==> src/rtl/alu_op_sequencer_if.sv <==
// Decode-to-EX handshake bundle for alu_op_sequencer: instruction fields in,
// registered ALU op out, and MDU control pulses.
interface alu_op_sequencer_if #(
  parameter int ALUOP_W = 5
);
  // Handshake: a transfer happens on a rising edge where valid and ready are
  // both 1. A producer holds valid and its payload stable until that edge,
  // and ready may depend combinationally on the consumer's own state and on
  // out_ready, but never on in_valid.
  logic               flush;
  logic               in_valid;
  logic               in_ready;
  logic [6:0]         opcode;
  logic [2:0]         funct3;
  logic [6:0]         funct7;
  logic               out_valid;
  logic               out_ready;
  logic [ALUOP_W-1:0] alu_op;
  logic               is_mdu;
  logic               illegal;
  logic               mdu_start;
  logic               mdu_kill;

  modport master (
    output flush, in_valid, opcode, funct3, funct7, out_ready,
    input  in_ready, out_valid, alu_op, is_mdu, illegal, mdu_start, mdu_kill
  );

  modport slave (
    input  flush, in_valid, opcode, funct3, funct7, out_ready,
    output in_ready, out_valid, alu_op, is_mdu, illegal, mdu_start, mdu_kill
  );
endinterface

==> src/rtl/alu_op_sequencer.sv <==
// ID-stage ALU-op decoder: decodes RV32I (and optionally RV32M) into an ALUOp
// code, registered behind valid/ready, with M ops timed by a fixed-latency MDU slot.
module alu_op_sequencer #(
  parameter int ALUOP_W  = 5,
  parameter bit ENABLE_M = 1'b1,
  parameter int MUL_LAT  = 2,
  parameter int DIV_LAT  = 32
) (
  input  logic                 clk,
  input  logic                 rst_n,
  alu_op_sequencer_if.slave    bus,
  output logic [1:0]           state_dbg
);
  localparam int MAX_LAT = (MUL_LAT > DIV_LAT) ? MUL_LAT : DIV_LAT;
  localparam int CNT_W   = $clog2(MAX_LAT + 1);

  // ALUOp codes shared with the EX stage.
  localparam logic [ALUOP_W-1:0] OP_IDLE = ALUOP_W'(0);
  localparam logic [ALUOP_W-1:0] OP_ADD  = ALUOP_W'(1);
  localparam logic [ALUOP_W-1:0] OP_SUB  = ALUOP_W'(2);
  localparam logic [ALUOP_W-1:0] OP_SLL  = ALUOP_W'(3);
  localparam logic [ALUOP_W-1:0] OP_SLT  = ALUOP_W'(4);
  localparam logic [ALUOP_W-1:0] OP_SLTU = ALUOP_W'(5);
  localparam logic [ALUOP_W-1:0] OP_XOR  = ALUOP_W'(6);
  localparam logic [ALUOP_W-1:0] OP_SRL  = ALUOP_W'(7);
  localparam logic [ALUOP_W-1:0] OP_SRA  = ALUOP_W'(8);
  localparam logic [ALUOP_W-1:0] OP_OR   = ALUOP_W'(9);
  localparam logic [ALUOP_W-1:0] OP_AND  = ALUOP_W'(10);
  localparam logic [ALUOP_W-1:0] OP_BEQ  = ALUOP_W'(11);
  localparam logic [ALUOP_W-1:0] OP_BNE  = ALUOP_W'(12);
  localparam logic [ALUOP_W-1:0] OP_BLT  = ALUOP_W'(13);
  localparam logic [ALUOP_W-1:0] OP_BGE  = ALUOP_W'(14);
  localparam logic [ALUOP_W-1:0] OP_BLTU = ALUOP_W'(15);
  localparam logic [ALUOP_W-1:0] OP_BGEU = ALUOP_W'(16);
  localparam logic [ALUOP_W-1:0] OP_MUL  = ALUOP_W'(17);

  localparam logic [6:0] OPC_LUI    = 7'b0110111;
  localparam logic [6:0] OPC_AUIPC  = 7'b0010111;
  localparam logic [6:0] OPC_JAL    = 7'b1101111;
  localparam logic [6:0] OPC_JALR   = 7'b1100111;
  localparam logic [6:0] OPC_BRANCH = 7'b1100011;
  localparam logic [6:0] OPC_LOAD   = 7'b0000011;
  localparam logic [6:0] OPC_STORE  = 7'b0100011;
  localparam logic [6:0] OPC_OP_IMM = 7'b0010011;
  localparam logic [6:0] OPC_OP     = 7'b0110011;

  localparam logic [6:0] F7_ZERO   = 7'b0000000;
  localparam logic [6:0] F7_ALT    = 7'b0100000;
  localparam logic [6:0] F7_MULDIV = 7'b0000001;

  typedef enum logic [1:0] {
    ST_IDLE = 2'd0,
    ST_HOLD = 2'd1,
    ST_MDU  = 2'd2
  } state_t;

  state_t             state;
  logic [CNT_W-1:0]   counter;
  logic               out_valid_q;
  logic [ALUOP_W-1:0] alu_op_q;
  logic               is_mdu_q;
  logic               illegal_q;
  logic               mdu_start_q;
  logic               mdu_kill_q;

  logic               in_ready;
  logic               accept;
  logic [ALUOP_W-1:0] dec_op;
  logic               dec_mdu;
  logic               dec_ill;
  logic [CNT_W-1:0]   dec_lat;

  function automatic logic [ALUOP_W-1:0] base_op(input logic [2:0] f3);
    case (f3)
      3'b000:  base_op = OP_ADD;
      3'b001:  base_op = OP_SLL;
      3'b010:  base_op = OP_SLT;
      3'b011:  base_op = OP_SLTU;
      3'b100:  base_op = OP_XOR;
      3'b101:  base_op = OP_SRL;
      3'b110:  base_op = OP_OR;
      default: base_op = OP_AND;
    endcase
  endfunction

  always_comb begin
    dec_op  = OP_IDLE;
    dec_mdu = 1'b0;
    dec_ill = 1'b0;
    dec_lat = CNT_W'(MUL_LAT);
    case (bus.opcode)
      OPC_LUI, OPC_JALR, OPC_LOAD, OPC_STORE: dec_op = OP_ADD;
      OPC_AUIPC, OPC_JAL:                     dec_op = OP_IDLE;
      OPC_BRANCH: begin
        case (bus.funct3)
          3'b000:  dec_op = OP_BEQ;
          3'b001:  dec_op = OP_BNE;
          3'b100:  dec_op = OP_BLT;
          3'b101:  dec_op = OP_BGE;
          3'b110:  dec_op = OP_BLTU;
          3'b111:  dec_op = OP_BGEU;
          default: dec_ill = 1'b1;
        endcase
      end
      OPC_OP_IMM: begin
        // funct7 is immediate data except for the shift-immediate forms.
        dec_op = base_op(bus.funct3);
        if (bus.funct3 == 3'b001 && bus.funct7 != F7_ZERO) dec_ill = 1'b1;
        if (bus.funct3 == 3'b101) begin
          if (bus.funct7 == F7_ALT)       dec_op  = OP_SRA;
          else if (bus.funct7 != F7_ZERO) dec_ill = 1'b1;
        end
      end
      OPC_OP: begin
        if (bus.funct7 == F7_ZERO) begin
          dec_op = base_op(bus.funct3);
        end else if (bus.funct7 == F7_ALT) begin
          case (bus.funct3)
            3'b000:  dec_op = OP_SUB;
            3'b101:  dec_op = OP_SRA;
            default: dec_ill = 1'b1;
          endcase
        end else if (ENABLE_M && bus.funct7 == F7_MULDIV) begin
          dec_mdu = 1'b1;
          dec_op  = OP_MUL + {{(ALUOP_W-3){1'b0}}, bus.funct3};
          dec_lat = bus.funct3[2] ? CNT_W'(DIV_LAT) : CNT_W'(MUL_LAT);
        end else begin
          dec_ill = 1'b1;
        end
      end
      default: dec_ill = 1'b1;
    endcase
    if (dec_ill) begin
      dec_op  = OP_IDLE;
      dec_mdu = 1'b0;
    end
  end

  assign in_ready = (state == ST_IDLE) || (state == ST_HOLD && bus.out_ready);
  assign accept   = bus.in_valid && in_ready && !bus.flush;

  always_ff @(posedge clk or negedge rst_n) begin
    if (!rst_n) begin
      state       <= ST_IDLE;
      counter     <= '0;
      out_valid_q <= 1'b0;
      alu_op_q    <= OP_IDLE;
      is_mdu_q    <= 1'b0;
      illegal_q   <= 1'b0;
      mdu_start_q <= 1'b0;
      mdu_kill_q  <= 1'b0;
    end else begin
      mdu_start_q <= 1'b0;
      mdu_kill_q  <= 1'b0;
      if (bus.flush) begin
        // Registered fields are left as-is; out_valid=0 marks them stale.
        state       <= ST_IDLE;
        out_valid_q <= 1'b0;
        counter     <= '0;
        mdu_kill_q  <= (state == ST_MDU);
      end else begin
        case (state)
          ST_IDLE, ST_HOLD: begin
            if (accept) begin
              alu_op_q  <= dec_op;
              is_mdu_q  <= dec_mdu;
              illegal_q <= dec_ill;
              if (dec_mdu) begin
                state       <= ST_MDU;
                out_valid_q <= 1'b0;
                mdu_start_q <= 1'b1;
                counter     <= dec_lat;
              end else begin
                state       <= ST_HOLD;
                out_valid_q <= 1'b1;
              end
            end else if (state == ST_HOLD && bus.out_ready) begin
              state       <= ST_IDLE;
              out_valid_q <= 1'b0;
            end
          end
          ST_MDU: begin
            if (counter <= CNT_W'(1)) begin
              state       <= ST_HOLD;
              out_valid_q <= 1'b1;
              counter     <= '0;
            end else begin
              counter <= counter - CNT_W'(1);
            end
          end
          default: begin
            state       <= ST_IDLE;
            out_valid_q <= 1'b0;
          end
        endcase
      end
    end
  end

  assign bus.in_ready  = in_ready;
  assign bus.out_valid = out_valid_q;
  assign bus.alu_op    = alu_op_q;
  assign bus.is_mdu    = is_mdu_q;
  assign bus.illegal   = illegal_q;
  assign bus.mdu_start = mdu_start_q;
  assign bus.mdu_kill  = mdu_kill_q;
  assign state_dbg     = state;
endmodule
==> src/flat_wrapper.sv <==
// flat-port wrapper written by rule: the top's interface ports become plain ports
module alu_op_sequencer_flat 
#(
  parameter int ALUOP_W  = 5,
  parameter bit ENABLE_M = 1'b1,
  parameter int MUL_LAT  = 2,
  parameter int DIV_LAT  = 32
)
  (clk, rst_n, state_dbg, bus_flush, bus_in_valid, bus_opcode, bus_funct3, bus_funct7, bus_out_ready, bus_in_ready, bus_out_valid, bus_alu_op, bus_is_mdu, bus_illegal, bus_mdu_start, bus_mdu_kill);
  alu_op_sequencer_if #(.ALUOP_W(ALUOP_W)) bus_i ();
  input  logic clk;
  input  logic rst_n;
  output logic [1:0] state_dbg;
  input wire logic [$bits(bus_i.flush)-1:0] bus_flush;
  input wire logic [$bits(bus_i.in_valid)-1:0] bus_in_valid;
  input wire logic [$bits(bus_i.opcode)-1:0] bus_opcode;
  input wire logic [$bits(bus_i.funct3)-1:0] bus_funct3;
  input wire logic [$bits(bus_i.funct7)-1:0] bus_funct7;
  input wire logic [$bits(bus_i.out_ready)-1:0] bus_out_ready;
  output wire logic [$bits(bus_i.in_ready)-1:0] bus_in_ready;
  output wire logic [$bits(bus_i.out_valid)-1:0] bus_out_valid;
  output wire logic [$bits(bus_i.alu_op)-1:0] bus_alu_op;
  output wire logic [$bits(bus_i.is_mdu)-1:0] bus_is_mdu;
  output wire logic [$bits(bus_i.illegal)-1:0] bus_illegal;
  output wire logic [$bits(bus_i.mdu_start)-1:0] bus_mdu_start;
  output wire logic [$bits(bus_i.mdu_kill)-1:0] bus_mdu_kill;
  assign bus_i.flush = bus_flush;
  assign bus_i.in_valid = bus_in_valid;
  assign bus_i.opcode = bus_opcode;
  assign bus_i.funct3 = bus_funct3;
  assign bus_i.funct7 = bus_funct7;
  assign bus_i.out_ready = bus_out_ready;
  assign bus_in_ready = bus_i.in_ready;
  assign bus_out_valid = bus_i.out_valid;
  assign bus_alu_op = bus_i.alu_op;
  assign bus_is_mdu = bus_i.is_mdu;
  assign bus_illegal = bus_i.illegal;
  assign bus_mdu_start = bus_i.mdu_start;
  assign bus_mdu_kill = bus_i.mdu_kill;
  alu_op_sequencer #(.ALUOP_W(ALUOP_W), .ENABLE_M(ENABLE_M), .MUL_LAT(MUL_LAT), .DIV_LAT(DIV_LAT)) u_core (.clk(clk), .rst_n(rst_n), .bus(bus_i), .state_dbg(state_dbg));
endmodule
==> config.mk <==
export PLATFORM = sky130hd
export DESIGN_NAME = alu_op_sequencer_flat
export DESIGN_NICKNAME = d
export VERILOG_FILES = /design/src/rtl/alu_op_sequencer_if.sv /design/src/rtl/alu_op_sequencer.sv /design/src/flat_wrapper.sv
export SDC_FILE = /design/constraint.sdc
export NUM_CORES = 1
export LEC_CHECK = 0
export ABC_AREA = 1
export BUFFER_PORTS_ARGS = -buffer_cell sky130_fd_sc_hd__buf_2
export CORE_ASPECT_RATIO = 1.4
export CORE_MARGIN = 2
export CORE_UTILIZATION = 54
export CTS_CLUSTER_DIAMETER = 200
export CTS_CLUSTER_SIZE = 20
export DETAILED_ROUTE_END_ITERATION = 6
export PLACE_DENSITY = 0.8
export SLEW_MARGIN = 0
export SYNTH_ARGS = -nofsm -noshare
export SYNTH_HDL_FRONTEND = slang
export SYNTH_SLANG_ARGS = --single-unit
==> constraint.sdc <==
create_clock -name clk -period 1.6 [get_ports clk]
set_input_delay 0 -clock clk [delete_from_list [all_inputs] [get_ports clk]]
set_output_delay 0 -clock clk [all_outputs]
set_load 0.02 [all_outputs]
# [After elaboration in Yosys (flattened, before gate mapping)]
# Cells that the tools add are included.
[totals] ff_bits=18 input_bits=22 elab_cells=107
[op_classes] addsub=2 n_lt_le_gt_ge=1 n_eq_ne=24 n_mux=52 n_bitwise=1 reduce_logical=19
[ops] op="$mux W6" n=9
[ops] op="$mux W5" n=6
[ops] op="$pmux W5 S6" n=1
[ops] op="$eq A7 B6 Y1 const B" n=4
[ops] op="$pmux W4 S7" n=1
[ops] op="$mux W1" n=24
[ops] op="$eq A7 B7 Y1 const B" n=3
[ops] op="$pmux W5 S4" n=1
[ops] op="$eq A7 B5 Y1 const B" n=2
[ops] op="$eq A3 B3 Y1 const B" n=4
[ops] op="$pmux W6 S2" n=1
[ops] op="$reduce_or A6 Y1" n=2
[ops] op="$mux W2" n=5
[ops] op="$pmux W4 S2" n=1
[ops] op="$eq A7 B1 Y1 const B" n=1
[ops] op="$eq A7 B2 Y1 const B" n=1
[ops] op="$logic_not A7 Y1" n=1
[ops] op="$reduce_bool A7 Y1" n=1
[ops] op="$eq A3 B2 Y1 const B" n=2
[ops] op="$le A6 B1 Y1 const B" n=1
[ops] op="$ne A3 B2 Y1 const B" n=2
[ops] op="$reduce_and A3 Y1" n=2
[ops] op="$sub A6 B1 Y6 const B" n=1
[ops] op="$add A5 B3 Y5 const A" n=1
[ops] op="18 further kinds" n=22

# [Depth between registers and ports, before layout]
# Gate-level depths: netlist of the first run.
[depth] ltp_word=12 mapped_depth=13 depth_no_buf=12

# [Worst setup path after synthesis of the first run]
# Ideal clock, no wire load.
[synth_timing] kind="register to register" from="register u_core.state[0] (netlist: u_core.state_dbg[0])" to="register u_core.counter[4]" setup_ns=0.119 arrival_time_ns=1.499 t_required_ns=1.481 setup_slack_ns=-0.018 path_stages_with_launch=12 path_cell_list="dfrtp_1 inv_1 nor2_1 nor2_2 nand2_1 nor2_4 nand2_4 nand2_4 buf_6 nand3_1 nand2_1 nor2_1"
[synth_via] elab_chain_len=7 elab_cells_between_ends=14 cone_classes="eq/ne: 4; mux: 2; reduce/logical: 8"
[synth_lines] item="start: declaration" line="alu_op_sequencer.sv:57" text="state_t state;"
[synth_lines] item="start signal: assignment" line="alu_op_sequencer.sv:144" text="state <= ST_IDLE;"
[synth_lines] item="start signal: assignment" line="alu_op_sequencer.sv:157" text="state <= ST_IDLE;"
[synth_lines] item="start signal: assignment" line="alu_op_sequencer.sv:169" text="state <= ST_MDU;"
[synth_lines] item="$eq A2 B1 Y1" line="alu_op_sequencer.sv:139" text="assign in_ready = (state == ST_IDLE) || (state == ST_HOLD && bus.out_ready);"
[synth_lines] item="$logic_and A1 B1 Y1" line="alu_op_sequencer.sv:139"
[synth_lines] item="$logic_or A1 B1 Y1 (*)" line="alu_op_sequencer.sv:139"
[synth_lines] item="via bus_in_ready" line="flat_wrapper.sv:20" text="output wire logic [$bits(bus_i.in_ready)-1:0] bus_in_ready;"
[synth_lines] item="$logic_and A1 B1 Y1 (*) (2 in series)" line="alu_op_sequencer.sv:140" text="assign accept = bus.in_valid && in_ready && !bus.flush;"
[synth_lines] item="$ne A3 B2 Y1 (no source line) (*)"
[synth_lines] item="$reduce_and A3 Y1 (no source line) (*)"
[synth_lines] item="end signal: assignment" line="alu_op_sequencer.sv:172" text="counter <= dec_lat;"
[synth_lines] item="end signal: assignment" line="alu_op_sequencer.sv:188" text="counter <= counter - CNT_W'(1);"
[synth_lines] item="end: declaration" line="alu_op_sequencer.sv:58" text="logic [CNT_W-1:0] counter;"
# The timed path passes the listed nets; every way through them passes the cells marked *.
# A chain may end at the register's enable or synchronous reset.

# [Final worst setup path of the first run]
[layout_timing] from="register u_core.counter[0]" to="register u_core.counter[5]"
[layout_via] elab_chain_len=4 elab_cells_between_ends=5 cone_classes="add/sub: 1; order compare: 1; mux: 3"
[layout_lines] item="$sub A6 B1 Y6 / $le A6 B1 Y1 (equally long branches)" line="alu_op_sequencer.sv:188, alu_op_sequencer.sv:183"
[layout_lines] item="$mux W6 (*)" line="alu_op_sequencer.sv:183" text="if (counter <= CNT_W'(1)) begin"
[layout_lines] item="$pmux W6 S2 (*)" line="alu_op_sequencer.sv:162" text="case (state)"
[layout_lines] item="$mux W6 (*)" line="alu_op_sequencer.sv:155" text="if (bus.flush) begin"
# Mark *: on every way between the ends. The rest lies on a longest branch, timed or not.

==> run metrics, run 1 <==
# diodes 0; Hold Crit Class in2reg; largest net degree at the start of global routing 18; CP startpoint u_core.counter[0]; slew margin rel. 0.751; dpl hpwl 2750 um; ys flop type dfrtp_1; Detailed Routing Iterations Pass 1 4; final hold violations 0; CTS root buf clkbuf_4; TritonCTS Sinks 17; peak supply drop 246 uV; htree depth 1; IO Count 35; Leakage 1.06 nW; CTS tree done; Mapped Area 1520 um2; drt drc 0; fmax 688 MHz; Avg Synthesized Cell Area 6.63 um2; Worst R2R Start u_core.counter[0]; Post-Route WL 3370 um; routed length per instance 11.0 um; synth unique cells 28; Vias 1592; Worst Max-Slew Pin Slew 0.374 ns; Final Max Tran Viols 0; Crit Path Max Fanout 5; Inserted Clock Buffers 3; initial antenna violation count 0; WP data arrival 1.68 ns; Die Y 66.9 um; Max Buffers Root-to-Sink 2; PD cells 521 nW/um2; drt initial violations 31; Setup crit end kind flip-flop; Clock Latency Late Sink 0.30 ns; post-place instance area 1740 um2; vias in the first global route 1468; design area 1820 um2; # rows 22; status completed; asr flop ratio synth 1.00; Layout area overhead 19.5%; Syn Nets 260; Final nets 303; Critical Path RT 1.83 ns; Antenna Nets Post-Route 0; IO buf count 34; Initial Util 0.577; Tmin final 1.45 ns; endpoints failing setup 0; vias per inst 5.17; synthesized flop and latch total 17; Final Skew 0.00213 ns; post-synthesis cell count 230; grt ovf 0; clock transition at the registers of the reported paths 0.10 ns; Seq/Total Area, Yosys 0.279; Max-cap violations 0; WHS 0.105 ns; Die Wd 48.9 um; crit start category flip-flop; gpl congestion 0.940; hold wc startpoint bus_in_valid; Core ar. 2640 um2; global-route wire length before repair 5840 um; share of cells above drive strength 1 0.265; Crit Path Class reg2reg; Die Area 3270 um2; period utilization 0.909; Yosys warnings 0; GRT Total Usage 0.225; EDFF count, synth 0
## critical path, stage by stage (launching register included)
cell and delay (ns):
dfrtp_1 0.42, inv_2 0.05, ha_2 0.19, o211ai_1 0.28, o21ai_1 0.14, o21ai_1 0.16, nand3_1 0.07, o21ai_0 0.07
## cells in the final DEF (no fill, tap or decap), types with 3 or more instances in the layout
master | netlist | layout
a21oi_1 | 10 | 10
buf_2 | 0 | 34
buf_4 | 2 | 5
clkbuf_4 | 0 | 3
dfrtp_1 | 17 | 16
ha_1 | 8 | 7
inv_1 | 31 | 30
inv_2 | 2 | 3
nand2_1 | 54 | 53
nand2_2 | 2 | 3
nand2_4 | 4 | 4
nand3_1 | 27 | 26
nand4_1 | 3 | 3
nor2_1 | 33 | 32
nor2_2 | 4 | 4
nor2_4 | 5 | 6
o21ai_0 | 11 | 8
o21ai_1 | 3 | 5
## repair_timing
| action | 4_1_cts | 5_1_grt |
|---|---|---|
| endpoints found under the hold margin | 18 | 0 |
| hold buffers | 2 | 0 |
| setup buffers | 0 | 2 |
| gates resized for setup | 0 | 8 |
| setup endpoints to repair | 0 | 8 |
## registers in the layout, indices dropped and copies added, names as in the netlist
register / cells
u_core.counter: 6
u_core.bus.illegal: 1
u_core.bus.alu_op: 5
u_core.bus.mdu_start: 1
u_core.state_dbg: 2
u_core.bus.is_mdu: 1
u_core.bus.mdu_kill: 1
## power by group
part           total, mW  internal, mW  switching (mW)
Sequential         0.458         0.445          0.0134
Clock              0.238        0.0933           0.144
Combinational      0.253        0.0963           0.157
## final cells by class
class                   instances  area, um2
multi-input cells             175        955
clock inverters                 1       5.00
fillers                       250        822
inverters                      35        139
repair buffers                 41        228
well taps                      36       45.0
flip-flops and latches         17        427
clock buffers                   3       22.5
## per-layer routing
metal | wire (um) | vias to the layer above | GRT usage | part of all wire
met5 | 0 | - | 0 | 0
met1 | 1330 | 718 | 0.247 | 0.39
met2 | 1830 | 45 | 0.449 | 0.54
met4 | 81 | 0 | 0.0786 | 0.024
met3 | 129 | 9 | 0.0157 | 0.038
li1 | - | 820 | - | -
## final timing paths
check	end	slack, ns	depth (start not counted)
hold / removal	u_core.bus.alu_op[1]	0.10	5
hold reg to reg	u_core.bus.is_mdu	0.49	2
max in group asynchronous	u_core.state_dbg[0]	1.15	2
min in group asynchronous	u_core.bus.mdu_kill	0.16	2
setup reg to reg	u_core.counter[5]	0.15	7
setup / recovery	u_core.counter[5]	0.15	7
## kinds of logic after synthesis
| family | after synthesis | synth area share |
|---|---|---|
| flip-flops | 17 | 0.279 |
| adder cells (fa/ha/maj) | 8 | 0.0657 |
| AND/OR/NAND/NOR | 137 | 0.429 |
| buffers and inverters | 38 | 0.108 |
| AO/OA/AOI/OAI | 30 | 0.117 |
## metrics by stage
step / worst slack (ns) / power, mW / std cells / utilization / setup TNS, ns
after floorplan: 0.0453 / 0.629 / 230 / - / 0
after global placement: 0.125 / 0.703 / 300 / 0.660 / 0
after detailed placement: 0.0683 / 0.707 / 300 / 0.660 / 0
after CTS: 0.0449 / 0.936 / 306 / 0.678 / 0
after global routing: -0.000999 / 1.01 / 308 / 0.689 / -0.000999
final: 0.146 / 0.949 / 308 / 0.689 / 0
## cell usage after synthesis (2+ instances only)
cell type  instances  area (um2)
a21oi_1           10        50.1
buf_4              2        15.0
dfrtp_1           17         425
ha_1               8         100
inv_1             31         116
inv_2              2        7.51
nand2_1           54         203
nand2_2            2        12.5
nand2_4            4        45.0
nand3_1           27         135
nand4_1            3        18.8
nor2_1            33         124
nor2_2             4        25.0
nor2_4             5        56.3
nor3_1             2        10.0
o211ai_1           2        15.0
o21ai_0           11        55.1
o21ai_1            3        15.0
Power figures use the tool's default switching activity.
==> inputs of run 2 (changes only) <==
Settings changed: ABC_AREA 1 to unset, CORE_UTILIZATION 54 to 53, PLACE_DENSITY 0.8 to 0.79.
==> run metrics, run 2 <==
gr busiest metal met2 (unchanged); synthesized flop and latch total 17 (unchanged); failing checks negative setup slack; Seq/Total Area, Yosys 0.292 (was 0.279); Die Wd 48.3 um (was 48.9 um); Detailed Routing Iterations Pass 1 4 (unchanged); Worst Max-Slew Pin Slew 0.534 ns (was 0.374 ns); Worst R2R Start u_core.counter[3] (was u_core.counter[0]); CP delay by family, top compound AO/OA/AOI/OAI gates (unchanged); Initial Util 0.558 (was 0.577); setup TNS -0.523 ns (was 0 ns); IO buf count 34 (unchanged); Crit Path Class reg2reg (unchanged); end point of the worst hold path u_core.state_dbg[0] (was u_core.bus.alu_op[1]); design area 2100 um2 (was 1820 um2); Final Skew 0.00762 ns (was 0.00213 ns); area share of the largest cell type after synthesis 0.292 (was 0.279); IO Count 35 (unchanged); Yosys warnings 0 (unchanged); total power 0.991 mW (was 0.949 mW); global routing usage on met3 0.0158 (was 0.0157); vias in the first global route 1688 (was 1468); htree depth 1 (unchanged); routing usage on met2 0.585 (was 0.449); CTS tree done (unchanged); largest reg by FF count u_core.counter (unchanged); synth unique cells 48 (was 28); largest net degree at the start of global routing 18 (unchanged); Clock Latency Late Sink 0.31 ns (was 0.30 ns); # diodes 0 (unchanged); slew margin rel. 0.639 (was 0.751); count leader, synth nor2_1 (was nand2_1); share of cells above drive strength 1 0.395 (was 0.265); # rows 22 (unchanged); Final Max Tran Viols 0 (unchanged); leading post-synthesis cells by cell area dfrtp_1 (29%), ha_1 (6.9%), nor2_1 (4.9%) (was dfrtp_1 (28%), nand2_1 (13%), nand3_1 (8.9%)); Setup crit end kind flip-flop (unchanged); commonest non-fill, non-tap cells in the layout buf_4 (42), buf_2 (34), nor2_1 (17) (was nand2_1 (53), buf_2 (34), nor2_1 (32)); WHS 0.0976 ns (was 0.105 ns); R2R depth 5 (was 7); Layout area overhead 43.9% (was 19.5%); RR Endpoint u_core.counter[5] (unchanged); area leader, netlist dfrtp_1 (unchanged); WP data arrival 1.92 ns (was 1.68 ns); flip-flop count of the largest register after layout 6 (unchanged); EDFF count, synth 0 (unchanged); ys flop type dfrtp_1 (unchanged); post-placement setup slack -0.217 ns (was 0.0683 ns); fmax 581 MHz (was 688 MHz); crit start category flip-flop (unchanged); Mapped Area 1460 um2 (was 1520 um2); Hold Crit Class in2reg (unchanged); drt initial violations 78 (was 31); asr flop ratio synth 1.00 (unchanged); Avg Synthesized Cell Area 7.97 um2 (was 6.63 um2); Max-cap violations 0 (unchanged); Final Non-Filler Cells 294 (was 308); Syn Nets 213 (was 260); most common cell after layout, fill and taps aside buf_4 (was nand2_1); Die Y 66.1 um (was 66.9 um); Hold Path Cell Cnt 4 (was 5); ranking of synthesized cells by instance count nor2_1 (19), dfrtp_1 (17), nand2_1 (16) (was nand2_1 (54), nor2_1 (33), inv_1 (31)); RSZ-0062 raised after global routing true; global-route wire length before repair 7200 um (was 5840 um); slowest cell on the critical path or3_4 (was dfrtp_1); grt ovf 0 (unchanged); Vias 1762 (was 1592); drt drc 0 (unchanged); Critical Path RT 1.80 ns (was 1.83 ns); Crit Path Max Fanout 3 (was 5); Die Area 3190 um2 (was 3270 um2); routed length per instance 15.7 um (was 11.0 um); Tmin final 1.72 ns (was 1.45 ns); Worst Path Buf+Inv 1 (unchanged); status complete, but fails checks (was completed); hold wc startpoint bus_in_valid (unchanged); vias per inst 5.99 (was 5.17); Final nets 289 (was 303); Inserted Clock Buffers 3 (unchanged); post-synthesis cell count 183 (was 230); period utilization 1.08 (was 0.909); Core ar. 2620 um2 (was 2640 um2); Post-Route WL 4620 um (was 3370 um); Leakage 1.01 nW (was 1.06 nW); Finished Core Util 0.803 (was 0.689); Fill cells 187 (was 250); GR Util met1 0.291 (was 0.247); clock transition at the registers of the reported paths 0.10 ns (about the same); Setup WS post-layout -0.120 ns (was 0.146 ns); post-place instance area 1960 um2 (was 1740 um2); placed cells 283 (was 300); CTS root buf clkbuf_4 (unchanged); PD cells 472 nW/um2 (was 521 nW/um2); Max Buffers Root-to-Sink 2 (unchanged); gpl congestion 0.959 (was 0.940); initial antenna violation count 0 (unchanged); critical-path cell list or3_4, o311ai_4, buf_4, a21oi_2, o32a_1 (was inv_2, ha_2, o211ai_1, o21ai_1, o21ai_1, nand3_1, o21ai_0); final hold violations 0 (unchanged); TritonCTS Sinks 17 (unchanged); peak supply drop 381 uV (was 246 uV); dpl hpwl 3500 um (was 2750 um); r2r setup slk -0.12 ns (was 0.15 ns); Crit path largest cell delay 0.42 ns (about the same); Antenna Nets Post-Route 0 (unchanged); endpoints failing setup 9 (was 0); GRT Total Usage 0.286 (was 0.225)
## run 2: how the worst max path moves through the flow
stage                              startpoint                    to  cells after the start
after floorplan           u_core.state_dbg[0]  u_core.bus.alu_op[0]                      5
after detailed placement    u_core.counter[4]     u_core.counter[4]                      6
after CTS                   u_core.counter[2]     u_core.counter[5]                      5
after global placement      u_core.counter[4]     u_core.counter[4]                      6
after global routing        u_core.counter[3]     u_core.counter[5]                      6
final                       u_core.counter[3]     u_core.counter[5]                      5
## run 2: power breakdown
group	internal, mW	switching (mW)
Combinational	0.137	0.168
Clock	0.0935	0.147
Sequential	0.438	0.00873
Total	0.668	0.323
## run 2: logic make-up after synthesis
kind of cell	synth area share
AOI/OAI and AO/OA	0.230
xor gates and xnor gates	0.00600
adders and majority gates	0.0686
buffers and inverters	0.0472
DFF	0.292
and+or+nand+nor	0.357
## run 2: worst min-delay path: cells and delay by family
| family | cells | cell delay (ns) |
|---|---|---|
| buffers and inverters | 1 | 0.10 |
| AOI/OAI and AO/OA | 2 | 0.18 |
| and+or+nand+nor | 1 | 0.09 |
## run 2: layer usage
layer | wire length, um | up-vias | part of all wire
li1 | - | 840 | -
met1 | 1750 | 842 | 0.38
met2 | 2560 | 65 | 0.55
met3 | 167 | 15 | 0.036
met4 | 147 | 0 | 0.032
met5 | 0 | - | 0
## run 2: cell type report
class                   count  area [um2]  area share
clock inverters             1        5.00     0.00238
repair buffers             79         517       0.246
inverters                   9        33.8      0.0161
clock buffers               3        22.5      0.0107
multi-input cells         149        1050       0.500
well taps                  36        45.0      0.0215
flip-flops and latches     17         427       0.203
## run 2: repair_timing
item                                    CTS  global route
pin swaps                                 6             3
endpoints found under the setup margin    9            12
gates resized for setup                   9             9
hold buffers                              2             0
endpoints found under the hold margin    19             0
setup buffers                             3             2
